<file path="src/rtl/rv_constants.sv">
// Shared load/store constants: funct3 size/sign codes and the LSU state encoding.
package rv_constants;

  localparam int FUNCT3_W = 3;

  localparam logic [FUNCT3_W-1:0] LSU_B  = 3'b000;
  localparam logic [FUNCT3_W-1:0] LSU_H  = 3'b001;
  localparam logic [FUNCT3_W-1:0] LSU_W  = 3'b010;
  localparam logic [FUNCT3_W-1:0] LSU_BU = 3'b100;
  localparam logic [FUNCT3_W-1:0] LSU_HU = 3'b101;

  typedef enum logic [1:0] {
    IDLE = 2'd0,
    REQ  = 2'd1,
    DONE = 2'd2
  } lsu_state_t;

  // Halfwords need an even address, words a 4-byte aligned one.
  function automatic logic is_misaligned(input logic [FUNCT3_W-1:0] f3,
                                         input logic [1:0] off);
    case (f3[1:0])
      2'b01:   return off[0];
      2'b10:   return off != 2'b00;
      default: return 1'b0;
    endcase
  endfunction

endpackage

</file>
<file path="src/rtl/lsu_lane_formatter.sv">
// Combinational byte-lane steering: byte enables and replicated store data
// toward the bus, shifted and sign/zero-extended load data back from it.
module lsu_lane_formatter
  import rv_constants::*;
(
  input  logic [FUNCT3_W-1:0] funct3_i,
  input  logic [1:0]          offset_i,
  input  logic [31:0]         write_data_i,
  input  logic [31:0]         bus_rdata_i,
  output logic [3:0]          bus_be_o,
  output logic [31:0]         bus_wdata_o,
  output logic [31:0]         load_data_o
);

  logic [1:0]  lane;
  logic [31:0] shifted;

  always_comb begin
    lane        = 2'b00;
    bus_be_o    = 4'b1111;
    bus_wdata_o = write_data_i;
    case (funct3_i)
      LSU_B, LSU_BU: begin
        lane        = offset_i;
        bus_be_o    = 4'b0001 << lane;
        bus_wdata_o = {4{write_data_i[7:0]}};
      end
      LSU_H, LSU_HU: begin
        // address[0] is dropped: halfwords always sit on lane 0 or 2
        lane        = {offset_i[1], 1'b0};
        bus_be_o    = 4'b0011 << lane;
        bus_wdata_o = {2{write_data_i[15:0]}};
      end
      default: ;
    endcase

    shifted     = bus_rdata_i >> {lane, 3'b000};
    load_data_o = shifted;
    case (funct3_i)
      LSU_B, LSU_BU:
        load_data_o = funct3_i[2] ? {24'h0, shifted[7:0]}
                                  : {{24{shifted[7]}}, shifted[7:0]};
      LSU_H, LSU_HU:
        load_data_o = funct3_i[2] ? {16'h0, shifted[15:0]}
                                  : {{16{shifted[15]}}, shifted[15:0]};
      default: ;
    endcase
  end

endmodule

</file>
<file path="src/rtl/load_store_unit.sv">
// Multi-cycle data-memory front end: one req/ack bus transaction per access,
// stalling the core until done. Optional LSU_MISALIGN_TRAP_EN traps misaligned H/W.
module load_store_unit
  import rv_constants::*;
#(
  parameter int TIMEOUT_CYCLES = 255
) (
  input  logic                clock,
  input  logic                reset,
  input  logic                mem_read,
  input  logic                mem_write,
  input  logic [FUNCT3_W-1:0] funct3,
  input  logic [31:0]         address,
  input  logic [31:0]         write_data,
  output logic [31:0]         read_data,
  output logic                stall,
  output logic                bus_error,
  output logic                bus_req,
  output logic                bus_we,
  output logic [31:0]         bus_addr,
  output logic [3:0]          bus_be,
  output logic [31:0]         bus_wdata,
  input  logic                bus_ack,
  input  logic [31:0]         bus_rdata
);

  localparam int              CNT_W    = $clog2(TIMEOUT_CYCLES + 1);
  localparam logic [CNT_W-1:0] CNT_LAST = CNT_W'(TIMEOUT_CYCLES - 1);

  lsu_state_t          state_q, state_d;
  logic [CNT_W-1:0]    cnt_q, cnt_d;
  logic [31:0]         addr_q, addr_d;
  logic [FUNCT3_W-1:0] f3_q, f3_d;
  logic [31:0]         wdata_q, wdata_d;
  logic                we_q, we_d;
  logic [31:0]         rdata_q, rdata_d;
  logic                err_q, err_d;

  logic [3:0]  be_fmt;
  logic [31:0] wdata_fmt;
  logic [31:0] load_fmt;
  logic        in_req;

  lsu_lane_formatter u_fmt (
    .funct3_i     (f3_q),
    .offset_i     (addr_q[1:0]),
    .write_data_i (wdata_q),
    .bus_rdata_i  (bus_rdata),
    .bus_be_o     (be_fmt),
    .bus_wdata_o  (wdata_fmt),
    .load_data_o  (load_fmt)
  );

  always_ff @(posedge clock or negedge reset) begin
    if (!reset) begin
      state_q <= IDLE;
      cnt_q   <= '0;
      addr_q  <= '0;
      f3_q    <= '0;
      wdata_q <= '0;
      we_q    <= 1'b0;
      rdata_q <= '0;
      err_q   <= 1'b0;
    end else begin
      state_q <= state_d;
      cnt_q   <= cnt_d;
      addr_q  <= addr_d;
      f3_q    <= f3_d;
      wdata_q <= wdata_d;
      we_q    <= we_d;
      rdata_q <= rdata_d;
      err_q   <= err_d;
    end
  end

  always_comb begin
    state_d = state_q;
    cnt_d   = cnt_q;
    addr_d  = addr_q;
    f3_d    = f3_q;
    wdata_d = wdata_q;
    we_d    = we_q;
    rdata_d = rdata_q;
    err_d   = 1'b0;
    case (state_q)
      IDLE: begin
        if (mem_read || mem_write) begin
          addr_d  = address;
          f3_d    = funct3;
          wdata_d = write_data;
          we_d    = mem_write;
          cnt_d   = '0;
          state_d = REQ;
`ifdef LSU_MISALIGN_TRAP_EN
          if (is_misaligned(funct3, address[1:0])) begin
            state_d = DONE;
            err_d   = 1'b1;
            rdata_d = '0;
          end
`endif
        end
      end
      REQ: begin
        if (bus_ack) begin
          if (!we_q) rdata_d = load_fmt;
          state_d = DONE;
        end else if (cnt_q == CNT_LAST) begin
          rdata_d = '0;
          err_d   = 1'b1;
          state_d = DONE;
        end else begin
          cnt_d = cnt_q + 1'b1;
        end
      end
      DONE:    state_d = IDLE;
      default: state_d = IDLE;
    endcase
  end

  // Bus fields are forced to zero outside REQ so an idle bus is quiet.
  assign in_req    = (state_q == REQ);
  assign stall     = ((state_q == IDLE) && (mem_read || mem_write)) || in_req;
  assign bus_req   = in_req;
  assign bus_we    = in_req && we_q;
  assign bus_addr  = in_req ? {addr_q[31:2], 2'b00} : 32'h0;
  assign bus_be    = in_req ? be_fmt : 4'h0;
  assign bus_wdata = in_req ? wdata_fmt : 32'h0;
  assign read_data = rdata_q;
  assign bus_error = err_q;

endmodule

</file>
<file path="config.mk">
export PLATFORM = sky130hd
export DESIGN_NAME = load_store_unit
export DESIGN_NICKNAME = d
export VERILOG_FILES = /design/src/rtl/rv_constants.sv /design/src/rtl/lsu_lane_formatter.sv /design/src/rtl/load_store_unit.sv
export SDC_FILE = /design/constraint.sdc
export NUM_CORES = 1
export LEC_CHECK = 0
export BUFFER_PORTS_ARGS = -buffer_cell sky130_fd_sc_hd__buf_2
export CELL_PAD_IN_SITES_DETAIL_PLACEMENT = 1
export CELL_PAD_IN_SITES_GLOBAL_PLACEMENT = 2
export CORE_UTILIZATION = 27
export DETAILED_ROUTE_END_ITERATION = 10
export PLACE_DENSITY = 0.78
export SYNTH_ARGS = -nofsm -noshare
export SYNTH_HDL_FRONTEND = slang
export SYNTH_SLANG_ARGS = --single-unit
</file>
<file path="constraint.sdc">
create_clock -name clock -period 1.8 [get_ports clock]
set_input_delay 0 -clock clock [delete_from_list [all_inputs] [get_ports clock]]
set_output_delay 0 -clock clock [all_outputs]
set_load 0.02 [all_outputs]
</file>
==> impl_metrics.env <==
export IMPL_fin_crit_sh_pct=98.2
export IMPL_yosys_warnings=0
export IMPL_core_area_um2=19700
export IMPL_grt_overflow=0
export IMPL_dieArea_um2=20900
export IMPL_final_area_um2=8490
export IMPL_drive_gt1_share_pct=41.8
export IMPL_die_x_um=144
export IMPL_seqPwrFrac_pct=32.2
export IMPL_rsz0062_at_grt="yes"
export IMPL_syn_inst=529
export IMPL_maxCapViolCount=0
export IMPL_netlist_cell_type_count=44
export IMPL_via_count=5265
export IMPL_powerDensity_nw_per_um2=1620
export IMPL_critPathMaxFanout=25
export IMPL_drt_wl_total_mm=19.9
export IMPL_crit_arrival_ns=1.77
export IMPL_initial_core_util_pct=27.9
export IMPL_finalHoldViolCount=0
export IMPL_whs_ns=0.0190
export IMPL_nFillCells=2279
export IMPL_leakage_nw=4.18
export IMPL_netlist_area_um2=5480
export IMPL_clk_pin_slew_ns=0.08
export IMPL_path_class="flop to output pin"
export IMPL_clock_skew_ns=0.0112
export IMPL_hp_class="primary input to flop"
export IMPL_fin_nets=948
export IMPL_power_frac_comb_pct=52.4
export IMPL_drc=0
export IMPL_avgRoutedWirePerCell_um=17.9
export IMPL_max_freq_ghz=0.566
export IMPL_ant_nets=0
export IMPL_die_y_um=144
export IMPL_p_clk_share_pct=15.4
export IMPL_clockRootBuffer="clkbuf_16"
export IMPL_synth_main_ff_cell="dfrtp_1"
export IMPL_finalMaxSlewViolations=0
export IMPL_peakVddDrop_mv=0.915
export IMPL_rows=51
export IMPL_syn_area_per_cell_um2=10.4
export IMPL_pre_cts_slack_ns=-0.000312
export IMPL_synth_seq_cells=111
export IMPL_grt_pass1_vias=5806
export IMPL_vias_per_cell=4.73
export IMPL_htree_num_levels=3
export IMPL_outcome="completed"
export IMPL_slew_headroom_pct=65.6
export IMPL_clockBufferDepth=2
export IMPL_grt_max_degree=34
export IMPL_required_ns=1.80
export IMPL_firstDrtPassIters=4
export IMPL_finalSetupViolations=0
export IMPL_ioPinCount=208
export IMPL_area_delta_synth_final_pct=55.0
export IMPL_grt_pass1_wl_mm=30.9
export IMPL_synth_enable_flop_cells=0
export IMPL_antenna_found_initial=1
export IMPL_io_buffers=205
export IMPL_place_gp_congestion=0.844
export IMPL_async_flop_share_pct=100
export IMPL_setup_ws_ns=0.0324
export IMPL_p_int_mw=7.92
export IMPL_track_usage_pct=19.4
export IMPL_end_kind="output pin"
export IMPL_cts_tree="yes"
export IMPL_dpl_cell_area_um2=7000
export IMPL_fin_crit_ns=1.77
export IMPL_startpoint_type="flop"
export IMPL_switching_share_pct=42.4
export IMPL_synth_seq_area_share_pct=50.7
export IMPL_drtIter0Drc=141
export IMPL_tightest_slew_ns=0.515
export IMPL_clkSinkCount=111
export IMPL_clock_latency_ns=0.36
export IMPL_dp_hpwl_mm=13.9
export IMPL_fin_setup_tns_ns=0
export IMPL_cts_made_buffers=9
export IMPL_finalPower_mw=13.7
export IMPL_power_switching_mw=5.82
==> final timing paths <==
path,from,to,slack (ns),depth (start not counted)
max,state_q[0]$_DFFE_PN0P_,bus_addr[19],0.03,6
min,bus_rdata[1],read_data[1]$_DFFE_PN0P_,0.02,4
max reg2reg,f3_q[0]$_DFFE_PN0P_,read_data[30]$_DFFE_PN0P_,0.03,6
min reg2reg,read_data[25]$_DFFE_PN0P_,read_data[25]$_DFFE_PN0P_,0.50,2
max in group asynchronous,reset,cnt_q[4]$_DFFE_PN0P_,0.98,3
min in group asynchronous,reset,addr_q[3]$_DFFE_PN0P_,0.16,2
==> final cells by class <==
type / count / area, um2 / share of cell area (%)
inverter: 5 / 22.5 / 0.265
antenna: 1 / 2.50 / 0.0295
tap: 265 / 332 / 3.90
clock inverter: 7 / 78.8 / 0.928
timing repair buffer: 339 / 2470 / 29.1
multi-input combinational: 376 / 2580 / 30.4
clock buffer: 9 / 225 / 2.65
sequential: 111 / 2780 / 32.7
==> flip-flops by register name, summed over array words and instances, names as in the netlist <==
name / cells
wdata_q: 32
we_q: 1
read_data: 32
state_q: 2
bus_error: 1
addr_q: 32
cnt_q: 8
f3_q: 3
==> through the flow <==
| stage | std cells | utilization, % |
|---|---|---|
| after global placement | 994 | 35.6 |
| after floorplan | 530 | - |
| final | 1113 | 43.2 |
| after detailed placement | 994 | 35.6 |
| after global routing | 1113 | 43.2 |
| after CTS | 1108 | 42.4 |
==> critical path, stage by stage (launching register included) <==
cell and delay, ns:
dfrtp_2 0.45, nand2b_4 0.12, buf_12 0.14, clkinvlp_4 0.16, buf_12 0.20, and2_1 0.18, buf_2 0.16
==> Yosys cell counts, types with 2 or more instances <==
| cell type | number | share of area [%] |
|---|---|---|
| and2_1 | 40 | 4.6 |
| o211ai_1 | 7 | 0.96 |
| buf_2 | 17 | 1.6 |
| buf_1 | 2 | 0.14 |
| and3_1 | 5 | 0.57 |
| mux2_2 | 67 | 14 |
| clkbuf_1 | 15 | 1.0 |
| nand2_1 | 77 | 5.3 |
| buf_4 | 3 | 0.41 |
| nor3_1 | 6 | 0.55 |
| nor2_1 | 35 | 2.4 |
| inv_1 | 5 | 0.34 |
| a21oi_1 | 24 | 2.2 |
| a22o_1 | 2 | 0.32 |
| mux2i_1 | 24 | 4.4 |
| a31oi_1 | 4 | 0.46 |
| o21ai_0 | 18 | 1.6 |
| dfrtp_1 | 111 | 51 |
| a32o_1 | 7 | 1.3 |
| ha_1 | 2 | 0.46 |
| nor2b_1 | 2 | 0.23 |
| nand3_1 | 26 | 2.4 |
| a311oi_1 | 2 | 0.32 |
| nand4_1 | 3 | 0.34 |
| or2_2 | 3 | 0.34 |
| nand2b_1 | 3 | 0.34 |
| xor2_1 | 2 | 0.32 |
==> cells by family after synthesis <==
logic type               after synthesis  share of synthesized area, %
adder cells (fa/ha/maj)                2                         0.457
AND/OR/NAND/NOR                      206                          18.1
AO/OA/AOI/OAI                         72                          8.34
buffers and inverters                 43                          3.68
multiplexers                          92                          18.4
other                                  1                        0.0685
XOR/XNOR                               2                         0.320
flip-flops                           111                          50.7
==> what timing repair did <==
action,CTS,global route
setup buffers,4,4
endpoints found under the hold margin,157,0
resized for setup,8,37
pin swaps,0,4
hold buffers,93,0
cloned,1,0
endpoints found under the setup margin,45,69
==> layout by cell type, fill, tap and decap left out, types with 3 or more instances in the layout <==
cell,instances
buf_2,195
dfrtp_1,110
dlygate4sd3_1,93
nand2_1,76
mux2_2,67
nor2_1,34
and2_1,33
buf_4,29
nand3_1,25
mux2i_1,24
a21oi_1,24
o21ai_0,17
buf_6,12
clkbuf_16,9
buf_12,9
and2_4,7
o211ai_1,7
a32o_1,7
nor3_1,6
and3_1,5
a31oi_1,4
clkinvlp_4,3
nand4_1,3
inv_1,3
==> per-layer routing <==
metal | wire length (um) | track usage [%] | vias up
met2 | 10300 | 35.0 | 163
met4 | 331 | 6.48 | 0
met1 | 8180 | 22.6 | 2634
met5 | 0 | 0 | -
met3 | 1080 | 4.37 | 19
li1 | - | - | 2449
==> power groups by stage <==
stage / logic [mW] / clock network, mW / registers [mW]
2_1_floorplan: 4.00 / 0 / 4.56
3_3_place_gp: 6.44 / 0 / 4.37
3_5_place_dp: 6.64 / 0 / 4.45
4_1_cts: 7.04 / 2.19 / 4.42
5_1_grt: 7.82 / 2.27 / 4.59
6_report: 7.19 / 2.11 / 4.43
(Power assumes the default switching activity.)
